[src/rtl/gpio_pwm_pkg.sv]
// rtl/gpio_pwm_pkg.sv - shared mode constants and channel state encoding for the PWM block
package gpio_pwm_pkg;

    localparam logic [1:0] PWM_OFF      = 2'd0;
    localparam logic [1:0] PWM_ONESHOT  = 2'd1;
    localparam logic [1:0] PWM_CONT     = 2'd2;
    localparam logic [1:0] PWM_CONT_INV = 2'd3;

    typedef enum logic [1:0] {
        IDLE = 2'd0,
        HIGH = 2'd1,
        LOW  = 2'd2
    } pwm_state_e;

endpackage

[src/rtl/gpio_pwm_chan.sv]
// rtl/gpio_pwm_chan.sv - one PWM channel: input shadow, high/low FSM, registered pin
module gpio_pwm_chan
    import gpio_pwm_pkg::*;
#(
    parameter int CNT_BITS = 16
) (
    input  logic                clk,
    input  logic                reset,
    input  logic                tick,
    input  logic [1:0]          mode,
    input  logic                start,
    input  logic [CNT_BITS-1:0] hout,
    input  logic [CNT_BITS-1:0] lout,
    output logic                pin,
    output logic                busy,
    output logic                done
);

    localparam logic [CNT_BITS-1:0] CNT_ONE = {{(CNT_BITS-1){1'b0}}, 1'b1};

    logic [1:0]          mode_p1_q;
    logic                start_p1_q;
    logic [CNT_BITS-1:0] hout_p1_q, lout_p1_q;

    pwm_state_e          state_q, state_d;
    logic [CNT_BITS-1:0] cnt_q, cnt_d;
    logic [CNT_BITS-1:0] h_act_q, h_act_d;
    logic [CNT_BITS-1:0] l_act_q, l_act_d;
    logic                armed_q, armed_d;
    logic                inv_q, inv_d;
    logic                pin_q, pin_d;
    logic                done_q, done_d;
    logic                load;
    logic                level;

    always_comb begin
        state_d = state_q;
        cnt_d   = cnt_q;
        h_act_d = h_act_q;
        l_act_d = l_act_q;
        armed_d = armed_q;
        inv_d   = inv_q;
        done_d  = 1'b0;
        load    = 1'b0;
        level   = 1'b0;
        pin_d   = 1'b0;

        if (mode_p1_q == PWM_OFF) begin
            state_d = IDLE;
            armed_d = 1'b0;
            cnt_d   = '0;
        end else begin
            case (state_q)
                IDLE: begin
                    if (mode_p1_q == PWM_ONESHOT) begin
                        if (armed_q && tick) begin
                            load = 1'b1;
                        end else if (start_p1_q) begin
                            armed_d = 1'b1;
                        end
                    end else if (tick) begin
                        load = 1'b1;
                    end
                end
                HIGH: begin
                    if (tick) begin
                        if (cnt_q == h_act_q - CNT_ONE) begin
                            state_d = LOW;
                            cnt_d   = '0;
                        end else begin
                            cnt_d = cnt_q + CNT_ONE;
                        end
                    end
                end
                LOW: begin
                    if (tick) begin
                        if (l_act_q == '0 || cnt_q == l_act_q - CNT_ONE) begin
                            done_d = 1'b1;
                            if (mode_p1_q == PWM_ONESHOT) begin
                                state_d = IDLE;
                                cnt_d   = '0;
                            end else begin
                                load = 1'b1;
                            end
                        end else begin
                            cnt_d = cnt_q + CNT_ONE;
                        end
                    end
                end
                default: state_d = IDLE;
            endcase

            // A zero high count skips HIGH so the pin never glitches high.
            if (load) begin
                h_act_d = hout_p1_q;
                l_act_d = lout_p1_q;
                cnt_d   = '0;
                armed_d = 1'b0;
                inv_d   = (mode_p1_q == PWM_CONT_INV);
                state_d = (hout_p1_q == '0) ? LOW : HIGH;
            end
        end

        // A zero low count shows its single LOW tick as high (100% duty).
        level = (state_d == HIGH) ||
                (state_d == LOW && l_act_d == '0 && h_act_d != '0);
        pin_d = (state_d == IDLE) ? (mode_p1_q == PWM_CONT_INV) : (level ^ inv_d);
    end

    always_ff @(posedge clk or posedge reset) begin
        if (reset) begin
            mode_p1_q  <= PWM_OFF;
            start_p1_q <= 1'b0;
            hout_p1_q  <= '0;
            lout_p1_q  <= '0;
            state_q    <= IDLE;
            cnt_q      <= '0;
            h_act_q    <= '0;
            l_act_q    <= '0;
            armed_q    <= 1'b0;
            inv_q      <= 1'b0;
            pin_q      <= 1'b0;
            done_q     <= 1'b0;
        end else begin
            mode_p1_q  <= mode;
            start_p1_q <= start;
            hout_p1_q  <= hout;
            lout_p1_q  <= lout;
            state_q    <= state_d;
            cnt_q      <= cnt_d;
            h_act_q    <= h_act_d;
            l_act_q    <= l_act_d;
            armed_q    <= armed_d;
            inv_q      <= inv_d;
            pin_q      <= pin_d;
            done_q     <= done_d;
        end
    end

    assign pin  = pin_q;
    assign done = done_q;
    assign busy = (state_q != IDLE) || armed_q;

endmodule

[src/rtl/gpio_pwm_multi.sv]
// rtl/gpio_pwm_multi.sv - shared prescaler driving CH_NUM independent PWM channels
module gpio_pwm_multi
    import gpio_pwm_pkg::*;
#(
    parameter int CH_NUM   = 4,
    parameter int CNT_BITS = 16,
    parameter int PRE_BITS = 20
) (
    input  logic                       clk,
    input  logic                       reset,
    input  logic [PRE_BITS-1:0]        pwm_prescale,
    input  logic [CH_NUM*CNT_BITS-1:0] pwm_hout,
    input  logic [CH_NUM*CNT_BITS-1:0] pwm_lout,
    input  logic [CH_NUM*2-1:0]        pwm_ctrl,
    input  logic [CH_NUM-1:0]          pwm_start,
    output logic [CH_NUM-1:0]          pwm_pin,
    output logic [CH_NUM-1:0]          pwm_busy,
    output logic [CH_NUM-1:0]          pwm_done
);

    localparam logic [PRE_BITS-1:0] PRE_ONE = {{(PRE_BITS-1){1'b0}}, 1'b1};

    logic [PRE_BITS-1:0] prescale_p1_q;
    logic [PRE_BITS-1:0] pre_cnt_q, pre_cnt_d;
    logic                tick;

    // >= rather than == so a lowered divisor wraps at once instead of rolling over.
    always_comb begin
        tick      = (pre_cnt_q >= prescale_p1_q);
        pre_cnt_d = tick ? '0 : pre_cnt_q + PRE_ONE;
    end

    always_ff @(posedge clk or posedge reset) begin
        if (reset) begin
            prescale_p1_q <= '0;
            pre_cnt_q     <= '0;
        end else begin
            prescale_p1_q <= pwm_prescale;
            pre_cnt_q     <= pre_cnt_d;
        end
    end

    for (genvar i = 0; i < CH_NUM; i++) begin : g_chan
        gpio_pwm_chan #(
            .CNT_BITS (CNT_BITS)
        ) u_chan (
            .clk   (clk),
            .reset (reset),
            .tick  (tick),
            .mode  (pwm_ctrl[i*2 +: 2]),
            .start (pwm_start[i]),
            .hout  (pwm_hout[i*CNT_BITS +: CNT_BITS]),
            .lout  (pwm_lout[i*CNT_BITS +: CNT_BITS]),
            .pin   (pwm_pin[i]),
            .busy  (pwm_busy[i]),
            .done  (pwm_done[i])
        );
    end

endmodule

[config.mk]
export PLATFORM = sky130hd
export DESIGN_NAME = gpio_pwm_multi
export DESIGN_NICKNAME = d
export VERILOG_FILES = /design/src/rtl/gpio_pwm_pkg.sv /design/src/rtl/gpio_pwm_chan.sv /design/src/rtl/gpio_pwm_multi.sv
export SDC_FILE = /design/constraint.sdc
export NUM_CORES = 1
export LEC_CHECK = 0
export CORE_MARGIN = 2
export CORE_UTILIZATION = 30
export DETAILED_ROUTE_END_ITERATION = 16
export PLACE_DENSITY = 0.53
export SLEW_MARGIN = 20
export SYNTH_ARGS = -nofsm -noshare
export SYNTH_HDL_FRONTEND = slang
export SYNTH_SLANG_ARGS = --single-unit
export TNS_END_PERCENT = 50
[constraint.sdc]
create_clock -name clk -period 12.7 [get_ports clk]
set_input_delay 1.905 -clock clk [delete_from_list [all_inputs] [get_ports clk]]
set_output_delay 1.905 -clock clk [all_outputs]
set_load 0.02 [all_outputs]
==> results of run 1 <==
==> routing by layer <==
| metal | GRT usage [%] | vias up |
|---|---|---|
| li1 | - | 7567 |
| met4 | 4.41 | 6 |
| met3 | 3.25 | 91 |
| met2 | 24.7 | 313 |
| met5 | 0 | - |
| met1 | 19.9 | 7802 |
==> layout make-up <==
type	instances	area [um2]
antenna	5	12.5
inverter	95	360
sequential	396	9910
timing repair buffer	188	1860
multi-input combinational	1424	10200
tap	931	1160
fill	6807	43800
clock inverter	29	308
clock buffer	61	1300
==> critical path: cells and delay by family, from the launching register on <==
family	cells	cell delay (ns)
buf+inv	2	0.76
flops	1	0.46
fa+ha+maj	1	0.32
simple gates	1	0.13
==> through the flow <==
stage          hold slack [ns]  instances  utilization [%]  cell area, um2
2_1_floorplan            0.426       2026                -           20900
3_3_place_gp             0.454       3034             34.1           23500
6_report                 0.470       3129             36.4           25100
4_1_cts                  0.472       3124             36.4           25100
5_1_grt                  0.497       3124             36.4           25100
3_5_place_dp             0.463       3034             34.1           23500
==> cells in the mapped netlist, drive strengths merged (7+ instances only) <==
cell type,number
dfrtp,396
nor2,155
xnor2,127
mux2,121
nand2,106
inv,95
xor2,77
o21ai,74
clkbuf,72
nor4,62
a21oi,61
nand4,56
nor3,56
ha,55
nand3,54
buf,39
and3,35
or4,26
a211oi,25
nand2b,23
and2,20
nor3b,19
or3,19
o31ai,18
a31oi,15
nor2b,15
a21o,13
nand3b,12
a41oi,11
o211ai,11
a211o,10
mux2i,10
and4,8
or2,8
nor4b,7
o2111ai,7
o21bai,7
o22ai,7
==> power by group through the flow <==
stage / clock, mW / sequential (mW) / combinational, mW
detailed placement: 0 / 1.40 / 0.233
floorplan: 0 / 1.37 / 0.161
finish: 1.39 / 1.38 / 0.229
global placement: 0 / 1.40 / 0.226
global route: 1.49 / 1.39 / 0.258
CTS: 1.45 / 1.38 / 0.234
==> flip-flops by register name, summed over array words and instances (netlist names), 8 cells and up <==
| register | cells |
|---|---|
| g_chan.u_chan.hout_p1_q | 64 |
| g_chan.u_chan.lout_p1_q | 64 |
| g_chan.u_chan.l_act_q | 64 |
| pre_cnt_q | 20 |
| g_chan.u_chan.h_act_q | 64 |
| g_chan.u_chan.state_q | 8 |
| prescale_p1_q | 20 |
| g_chan.u_chan.cnt_q | 64 |
| g_chan.u_chan.mode_p1_q | 8 |
==> logic make-up (layout without fill, tap and decap cells) <==
family	Yosys count	after routing	synth area share (%)
fa+ha+maj	55	55	3.29
simple gates	697	697	18.3
flops	396	396	47.3
compound gates	337	337	11.3
buf+inv	206	373	4.24
mux	131	131	7.00
other cells	0	5	0
xor+xnor	204	204	8.53
==> worst min path at each step <==
stage / startpoint / to
2_1_floorplan: g_chan[2].u_chan.lout_p1_q[0]$_DFF_PP0_ / g_chan[2].u_chan.l_act_q[0]$_DFF_PP0_
3_3_place_gp: g_chan[2].u_chan.lout_p1_q[8]$_DFF_PP0_ / g_chan[2].u_chan.l_act_q[8]$_DFF_PP0_
3_5_place_dp: g_chan[3].u_chan.lout_p1_q[6]$_DFF_PP0_ / g_chan[3].u_chan.l_act_q[6]$_DFF_PP0_
4_1_cts: g_chan[3].u_chan.lout_p1_q[14]$_DFF_PP0_ / g_chan[3].u_chan.l_act_q[14]$_DFF_PP0_
5_1_grt: g_chan[2].u_chan.lout_p1_q[11]$_DFF_PP0_ / g_chan[2].u_chan.l_act_q[11]$_DFF_PP0_
6_report: g_chan[3].u_chan.lout_p1_q[14]$_DFF_PP0_ / g_chan[3].u_chan.l_act_q[14]$_DFF_PP0_
==> placed cells by master, fill, tap and decap left out, types with 13 or more instances in the layout <==
cell type,instances
nor2b_1,15
o21ai_0,68
or4_1,23
buf_4,14
nand3_1,54
a211oi_1,24
nand2b_1,23
nor3_1,54
mux2_1,16
nor3b_1,16
a21oi_1,61
nor4_1,55
xor2_1,77
o31ai_1,18
clkdlybuf4s50_1,173
inv_1,94
ha_1,55
or3_1,18
and2_1,19
nand2_1,106
clkbuf_16,48
xnor2_1,127
and3_1,35
dfrtp_1,396
a21o_1,13
nor2_1,153
mux2_2,104
nand4_1,56
a31oi_1,14
==> qor.txt, run 1 <==
Outcome: complete, no violations
Final setup margin: 8.53 ns
Seq cells post-synth: 396
Pleak: 10.9 nW
Global-route usage over all layers: 15.1%
Crit path to: pwm_busy[3]
Critical Path Start: g_chan[3].u_chan.state_q[0]$_DFF_PP0_
Reg2reg path depth: 10
Sequential-to-total area share from yosys stat: 47.3%
Gr ovfl total: 0
DP Wirelength: 39700 um
Vias: 15779
H-tree depth: 2
Synth area leader: dfrtp_1
Kind of end point of the critical path: output pin
Critical path's largest stage delay: 0.66 ns
Max Used Layer: met5
CTS max path bufs: 3
DRC: 0
Final setup TNS: 0 ns
Relative slew slack: 36.0%
Peak supply drop: 82.0 uV
Combinational power share: 7.6%
Switching Fraction: 25.3%
Antenna viol nets, final: 0
Final period util: 32.9%
Final WL: 54300 um
Die area: 71900 um2
TritonCTS clock tree: done
Final hold violations: 0
Via density: 5.04
Total power: 3.00 mW
Io pins: 174
Iter 0 DRT Violations: 839
CTS Hold Bufs: 0
EDFF count, synth: 0
Clock-pin slew on the worst setup and hold paths: 0.06 ns
Synth Flop Type: dfrtp_1
Slowest-stage cell, CP: clkdlybuf4s50_1
Async set-or-reset flop fraction in the synthesized netlist: 100%
Area grow syn2layout: 19.7%
Drt wl/cell: 17.3 um
DR pass1 iterations: 6
Clock Root Buffer: clkbuf_16
Final setup violation count: 0
Actual slew at the worst max-slew pin: 0.958 ns
First-pass GRT wire length: 86900 um
Clk_skew: 0.0218 ns
Hold Path Depth: 2
Slew Viols, Final: 0
Pwr dens: 120 nW/um2
Antenna violations before repair: 8
Critical Path Start Type: register
Vias in the first global route: 15923
Pre-CTS worst setup slack: 7.96 ns
Die extent in x: 268 um
Syn. warnings: 0
# port buffers: 173
Top cell type's share of synthesized area: 47.3%
Row cnt: 96
Max FO, Critical Path: 8
Post-layout min period: 4.17 ns
Setup slack, reg-to-reg: 8.56 ns
Syn Nets: 2243
Die Ht: 268 um
Mapped Area: 20900 um2
Count of cells resized by post-cts repair: 0
Worst EP arrival: 2.27 ns
Clk Latency, worst-skew pair: 0.61 ns
Maximum clock rate: 240 MHz
Layout cells sized above 1: 11.2%
R2R Path End: g_chan[1].u_chan.h_act_q[11]$_DFF_PP0_
Initial Util: 30.4%
RSZ-0062 raised after global routing: no
Num CTS Buffers: 48
Gpl congestion: 0.862
Metal-1 WL: 24900 um
Cell variety after synth: 99
Mapped Cells: 2026
Syn avg cell area: 10.3 um2
Worst r2r src: pre_cnt_q[5]$_DFF_PP0_
Sequential share of power: 46.0%
Internal Power: 2.24 mW
Num Clock Sinks: 396
Post-CTS setup buffers: 0
Crit path required time: 10.80 ns
Psw: 759 uW
Met3 routed WL: 2860 um
Largest net degree at the start of global routing: 166
Detail Route met2 WL: 25300 um
Max-cap viol count: 0
CORE AREA: 68800 um2
Nets@finish: 2370
Clock power share: 46.4%
CP cell instances: inv_1, ha_1, nand2b_1, clkdlybuf4s50_1
Min-delay worst type: reg2reg
Kind of critical path: reg2out
Area contributors post-synth: dfrtp_1 47%, mux2_2 5.6%, xnor2_1 5.3%
Power figures use the tool's default switching activity.
==> run 2, diff against run 1 <==
--- a/config.mk
+++ b/config.mk
@@ -8,7 +8,7 @@
 export CORE_MARGIN = 2
 export CORE_UTILIZATION = 30
 export DETAILED_ROUTE_END_ITERATION = 16
-export PLACE_DENSITY = 0.53
+export PLACE_DENSITY = 0.52
 export SLEW_MARGIN = 20
 export SYNTH_ARGS = -nofsm -noshare
 export SYNTH_HDL_FRONTEND = slang
==> constraint.sdc (replaced) <==
create_clock -name clk -period 4 [get_ports clk]
set_input_delay 0.6 -clock clk [delete_from_list [all_inputs] [get_ports clk]]
set_output_delay 0.6 -clock clk [all_outputs]
set_load 0.02 [all_outputs]
==> run 2 against run 1 <==
  * Clock-buffer cell count rose by 1
  * Combinational power grew to 3.4 times the previous value
  * Cell area grew 2.1%
  * Final cell count is 1.3% higher
  * Sequential share of layout area fell by 0.83 points
  * Critical path depth rose by 7
  * Worst hold slack lost 0.051 ns
  * Register-to-register slack worse by 8.3 ns
==> qor.txt, run 2 (same netlist as run 1, synthesis figures left out) <==
Slew Viols, Final: 0 (unchanged)
Crit path to: g_chan[2].u_chan.pin$_DFF_PP0_
Pleak: 11.2 nW (+2.9%)
Max-cap viol count: 0 (unchanged)
Min-delay worst type: in2async
Drt wl/cell: 17.5 um (+0.94%)
FILL cells: 6754 (-0.78%)
RSZ-0062 raised after global routing: yes
Die Ht: 268 um (unchanged)
Critical Path Start: g_chan[2].u_chan.l_act_q[0]$_DFF_PP0_
CTS max path bufs: 3 (unchanged)
Peak supply drop: 255 uV (+210%)
Layout cells sized above 1: 13.4% (+2.2 points)
# port buffers: 173 (unchanged)
Final period util: 93.7%
Final setup violation count: 0 (unchanged)
Pre-CTS worst setup slack: 0.0410 ns (-7.92 ns)
CORE AREA: 68800 um2 (unchanged)
Area grow syn2layout: 22.3%
Pwr dens: 382 nW/um2 (+220%)
Row cnt: 96 (unchanged)
Nets@finish: 2420 (+2.1%)
Die area: 71900 um2 (unchanged)
Clk_skew: 0.0222 ns (+0.000387 ns)
Maximum clock rate: 267 MHz
First-pass GRT wire length: 88700 um (+2.1%)
Clock-pin slew on the worst setup and hold paths: 0.06 ns (about the same)
H-tree depth: 2 (unchanged)
Outcome: complete, no violations
Final instance area: 25600 um2 (+2.1%)
Antenna violations before repair: 5 (-3)
Setup slack, reg-to-reg: 0.25 ns (-8.31 ns)
Largest net degree at the start of global routing: 122 (-27%)
Worst EP arrival: 4.25 ns (+1.98 ns)
Num Clock Sinks: 396 (unchanged)
Final setup margin: 0.253 ns (-8.27 ns)
Initial Util: 30.4% (unchanged)
Io pins: 174 (unchanged)
Multi-input logic area: 10200 um2 (+0.53%)
Kind of end point of the critical path: register
Num CTS Buffers: 48 (unchanged)
Final hold violations: 0 (unchanged)
Via density: 5.03 (-0.30%)
Ant diodes: 0 (-5)
Commonest cells after routing, fill and taps aside: 396 x dfrtp_1, 173 x clkdlybuf4s50_1, 153 x nor2_1
Gr ovfl total: 0 (unchanged)
DR pass1 iterations: 5 (-1)
Die extent in x: 268 um (unchanged)
Critical Path Start Type: register
Kind of critical path: reg2reg
Global-route usage over all layers: 15.4% (+0.33 points)
TritonCTS clock tree: done
Relative slew slack: 38.8% (+2.7 points)
Placed Cells: 3083 (+1.6%)
Max FO, Critical Path: 6 (-2)
DRC: 0 (unchanged)
Vias in the first global route: 16299 (+2.4%)
Post-route insts no fill: 3171 (+1.3%)
Final WL: 55500 um (+2.3%)
Dpl cell area: 23900 um2 (+1.8%)
Crit path required time: 4.50 ns (-6.30 ns)
Commonest non-fill, non-tap cell in the layout: dfrtp_1
Actual slew at the worst max-slew pin: 0.910 ns (-0.0485 ns)
Clock Root Buffer: clkbuf_16
Vias: 15943 (+1.0%)
Antenna viol nets, final: 0 (unchanged)
Gpl congestion: 0.881 (+2.2%)
Final setup TNS: 0 ns (unchanged)
Hold_ws: 0.420 ns (-0.0506 ns)
Register area: 9910 um2 (unchanged)
Clk Latency, worst-skew pair: 0.58 ns (-0.03 ns)
DP Wirelength: 41200 um (+3.8%)
Reg2reg path depth: 11 (+1)
Iter 0 DRT Violations: 850 (+1.3%)
Worst r2r src: g_chan[2].u_chan.l_act_q[0]$_DFF_PP0_
R2R Path End: g_chan[2].u_chan.pin$_DFF_PP0_
CTS Hold Bufs: 0 (unchanged)
Post-layout min period: 3.75 ns
run 2: worst max-delay path: stages (launching register included):
cell	delay (ns)
dfrtp_1	0.45
nor4_1	0.81
o211a_1	0.28
o211ai_1	0.08
or4_1	0.43
a2111oi_2	0.44
buf_4	0.20
o21ai_0	0.15
and2_1	0.22
o21ai_2	0.18
mux2_4	0.31
mux2i_1	0.12
run 2: power by group:
| part | internal (mW) | switching [mW] |
|---|---|---|
| registers | 4.16 | 0.200 |
| logic | 0.395 | 0.391 |
| clock network | 2.86 | 1.77 |
| total | 7.42 | 2.36 |
run 2: layer usage:
layer | global-route usage (%) | vias up | routed length, um
met5 | 0 | - | 48
met3 | 2.83 | 77 | 2530
li1 | - | 7644 | -
met2 | 25.3 | 321 | 26000
met4 | 3.87 | 8 | 1060
met1 | 20.8 | 7893 | 25900
run 2: layout make-up:
cell class | count | share of cell area, %
Clock buffer | 62 | 5.17
Clock inverter | 25 | 1.41
Inverter | 95 | 1.41
Multi-Input combinational cell | 1425 | 39.9
Sequential cell | 396 | 38.7
Tap cell | 931 | 4.55
Timing Repair Buffer | 237 | 8.88
run 2: how the worst min path moves through the flow:
stage / endpoint / cells past startpoint / startpoint / slack (ns)
final: g_chan[3].u_chan.h_act_q[8]$_DFF_PP0_ / 2 / reset / 0.42
after CTS: g_chan[3].u_chan.inv_q$_DFF_PP0_ / 2 / reset / 0.39
after global placement: g_chan[2].u_chan.l_act_q[8]$_DFF_PP0_ / 2 / g_chan[2].u_chan.lout_p1_q[8]$_DFF_PP0_ / 0.46
after global routing: g_chan[1].u_chan.lout_p1_q[4]$_DFF_PP0_ / 1 / pwm_lout[20] / 0.42
after detailed placement: g_chan[2].u_chan.l_act_q[15]$_DFF_PP0_ / 1 / g_chan[2].u_chan.lout_p1_q[15]$_DFF_PP0_ / 0.46
after floorplan: g_chan[2].u_chan.l_act_q[0]$_DFF_PP0_ / 2 / g_chan[2].u_chan.lout_p1_q[0]$_DFF_PP0_ / 0.43
run 2: timing repair:
action	CTS	global route
setup endpoints to repair	0	74
setup buffers	0	0
gates resized for setup	0	10
run 2: through the flow:
stage	power [mW]	util [%]
after floorplan	4.85	-
after global placement	5.21	34.7
after global routing	10.2	37.2
final	9.78	37.2
after CTS	9.96	37.1
after detailed placement	5.23	34.7
==> run 3, diff against run 2 <==
--- a/config.mk
+++ b/config.mk
@@ -7,6 +7,7 @@
 export LEC_CHECK = 0
 export CORE_MARGIN = 2
 export CORE_UTILIZATION = 30
+export CTS_CLUSTER_DIAMETER = 80
 export DETAILED_ROUTE_END_ITERATION = 16
 export PLACE_DENSITY = 0.52
 export SLEW_MARGIN = 20
==> run 3 against run 2 <==
  * Sequential share of layout area decreased by 0.14 points
  * Global-route usage about the same
  * Wire length increased by 0.23%
  * Clock power increased by 4.5%
  * Largest cell class unchanged
  * Sequential power about the same
  * Largest power group unchanged
  * Clock-buffer cell count unchanged
  * Power increased by 2.2%
  * Sequential cell count unchanged
  * Critical endpoint is now g_chan[0].u_chan.cnt_q[15]$_DFFE_PP0P_
  * Final cell count increased by 0.16%
==> qor.txt, run 3 (same netlist as run 1, synthesis figures left out) <==
Outcome: complete, no violations
DR pass1 iterations: 5 (unchanged)
Row cnt: 96 (unchanged)
Initial Util: 30.4% (unchanged)
Iter 0 DRT Violations: 878 (+3.3%)
Clk Latency, worst-skew pair: 0.59 ns (about the same)
Vias: 15973 (+0.19%)
Peak supply drop: 302 uV (+18%)
Most frequent CP cell: nand4_1
Final setup margin: 0.272 ns (+0.0192 ns)
Max-cap viol count: 0 (unchanged)
Critical path's largest stage delay: 0.54 ns (-0.27 ns)
Actual slew at the worst max-slew pin: 0.909 ns (-0.000953 ns)
Post-layout min period: 3.73 ns (-0.0192 ns)
Die Ht: 268 um (unchanged)
Top Family by Delay on Critical Path: compound AO/OA/AOI/OAI gates
Nets@finish: 2422 (+0.083%)
RSZ-0062 raised after global routing: yes
Drt wl/cell: 17.5 um (about the same)
Critical Path Start Type: register
CP cell instances: ha_1, nand4_1, nor2_1, nand4_1, o21ai_4, o211ai_1, mux2_1, a32oi_2, o2111ai_2, or4_1, a21oi_1
Largest net degree at the start of global routing: 122 (unchanged)
Hold_ws: 0.415 ns (-0.00478 ns)
Clock Root Buffer: clkbuf_16
Relative slew slack: 38.9% (+0.064 points)
# port buffers: 173 (unchanged)
Total power: 9.99 mW (+2.2%)
Gpl congestion: 0.881 (unchanged)
H-tree depth: 2 (unchanged)
Fin util: 37.4% (+0.14 points)
Die area: 71900 um2 (unchanged)
Max FO, Critical Path: 11 (+5)
Pleak: 11.3 nW (+0.41%)
First-pass GRT wire length: 88900 um (+0.20%)
Pwr dens: 389 nW/um2 (+1.8%)
Maximum clock rate: 268 MHz (+0.52%)
Final WL: 55600 um (+0.23%)
Commonest cells after routing, fill and taps aside: 396 x dfrtp_1, 173 x clkdlybuf4s50_1, 153 x nor2_1
Reg2reg path depth: 11 (unchanged)
Io pins: 174 (unchanged)
Num Clock Sinks: 396 (unchanged)
Gr ovfl total: 0 (unchanged)
Worst EP arrival: 4.24 ns (about the same)
R2R Path End: g_chan[0].u_chan.cnt_q[15]$_DFFE_PP0P_
CORE AREA: 68800 um2 (unchanged)
Pre-CTS worst setup slack: 0.0410 ns (unchanged)
CTS max path bufs: 3 (unchanged)
Final setup TNS: 0 ns (unchanged)
Via density: 5.03 (about the same)
Clk_skew: 0.0241 ns (+0.00191 ns)
Slew Viols, Final: 0 (unchanged)
TritonCTS clock tree: done
Global-route usage over all layers: 15.4% (+0.028 points)
Num CTS Buffers: 50 (+4.2%)
Min-delay worst type: in2async
Die extent in x: 268 um (unchanged)
Kind of critical path: reg2reg
DRC: 0 (unchanged)
Kind of end point of the critical path: register
Clock-pin slew on the worst setup and hold paths: 0.06 ns (about the same)
Antenna violations before repair: 5 (unchanged)
FILL cells: 6750 (-0.059%)
Crit path required time: 4.51 ns (about the same)
Layout cells sized above 1: 13.5% (+0.15 points)
Setup slack, reg-to-reg: 0.27 ns (+0.02 ns)
Vias in the first global route: 16308 (+0.055%)
Commonest non-fill, non-tap cell in the layout: dfrtp_1
Post-CTS setup buffers: 0 (unchanged)
Final setup violation count: 0 (unchanged)
Worst r2r src: pre_cnt_q[18]$_DFF_PP0_
Bufs and invs on worst path: 0 (-1)
Area grow syn2layout: 22.8%
DP Wirelength: 41200 um (unchanged)
Slowest-stage cell, CP: o21ai_4
Final hold violations: 0 (unchanged)
Final period util: 93.2% (-0.48 points)
Antenna viol nets, final: 0 (unchanged)
## run 3: cell types whose count changed in the layout (fill, tap and decap cells not counted)
cell | previous run | this run
clkbuf_1 | 8 | 7
clkbuf_16 | 49 | 50
inv_16 | 1 | 0
o31ai_1 | 17 | 18
inv_8 | 0 | 1
diode_2 | 0 | 1
inv_6 | 1 | 2
o31ai_2 | 1 | 0
clkinv_8 | 0 | 1
bufinv_16 | 8 | 10
## run 3: cell type report
cell class	count	area [um2]	area share (%)
clock inverters	29	437	1.70
inverters	95	360	1.40
diodes	1	2.50	0.00973
flip-flops and latches	396	9910	38.5
repair buffers	237	2270	8.85
multi-input cells	1425	10200	39.7
well taps	931	1160	4.53
clock buffers	62	1350	5.24
## run 3: through the flow
step                      area, um2  std cells
after CTS                     25700       3174
after global placement        23900       3083
after floorplan               20900       2026
final                         25700       3176
after global routing          25700       3175
after detailed placement      23900       3083
## run 3: worst max-delay path by stage
stage | from | end | depth (start not counted)
finish | pre_cnt_q[18]$_DFF_PP0_ | g_chan[0].u_chan.cnt_q[15]$_DFFE_PP0P_ | 11
detailed placement | pre_cnt_q[2]$_DFF_PP0_ | g_chan[0].u_chan.pin$_DFF_PP0_ | 12
global placement | pre_cnt_q[2]$_DFF_PP0_ | g_chan[1].u_chan.pin$_DFF_PP0_ | 12
CTS | pre_cnt_q[2]$_DFF_PP0_ | g_chan[0].u_chan.pin$_DFF_PP0_ | 12
floorplan | reset | g_chan[0].u_chan.armed_q$_DFFE_PP0P_ | 1
global route | g_chan[3].u_chan.l_act_q[0]$_DFF_PP0_ | g_chan[3].u_chan.cnt_q[14]$_DFFE_PP0P_ | 14
## run 3: what timing repair did
action / in CTS / in global routing
hold buffers: 0 / 0
gates resized for setup: 0 / 9
setup endpoints to repair: 0 / 73
## run 3: layer usage
metal,part of all wire [%],up-vias,global-route usage (%)
li1,-,7643,-
met1,46,7920,20.8
met2,47,321,25.3
met3,4.6,83,2.82
met4,2.1,6,4.11
met5,0.068,-,0
## run 3: worst reg2reg max path, delay by kind of cell, from the launching register on
kind | cells | cell delay [ns]
simple gates | 4 | 1.24
fa+ha+maj | 1 | 0.31
flops | 1 | 0.41
compound gates | 5 | 1.37
mux | 1 | 0.33
## run 3: report_power, final
group          switching, mW  total [mW]  internal, mW
Combinational          0.391       0.786         0.395
Clock                   1.80        4.84          3.04
Sequential             0.200        4.36          4.16
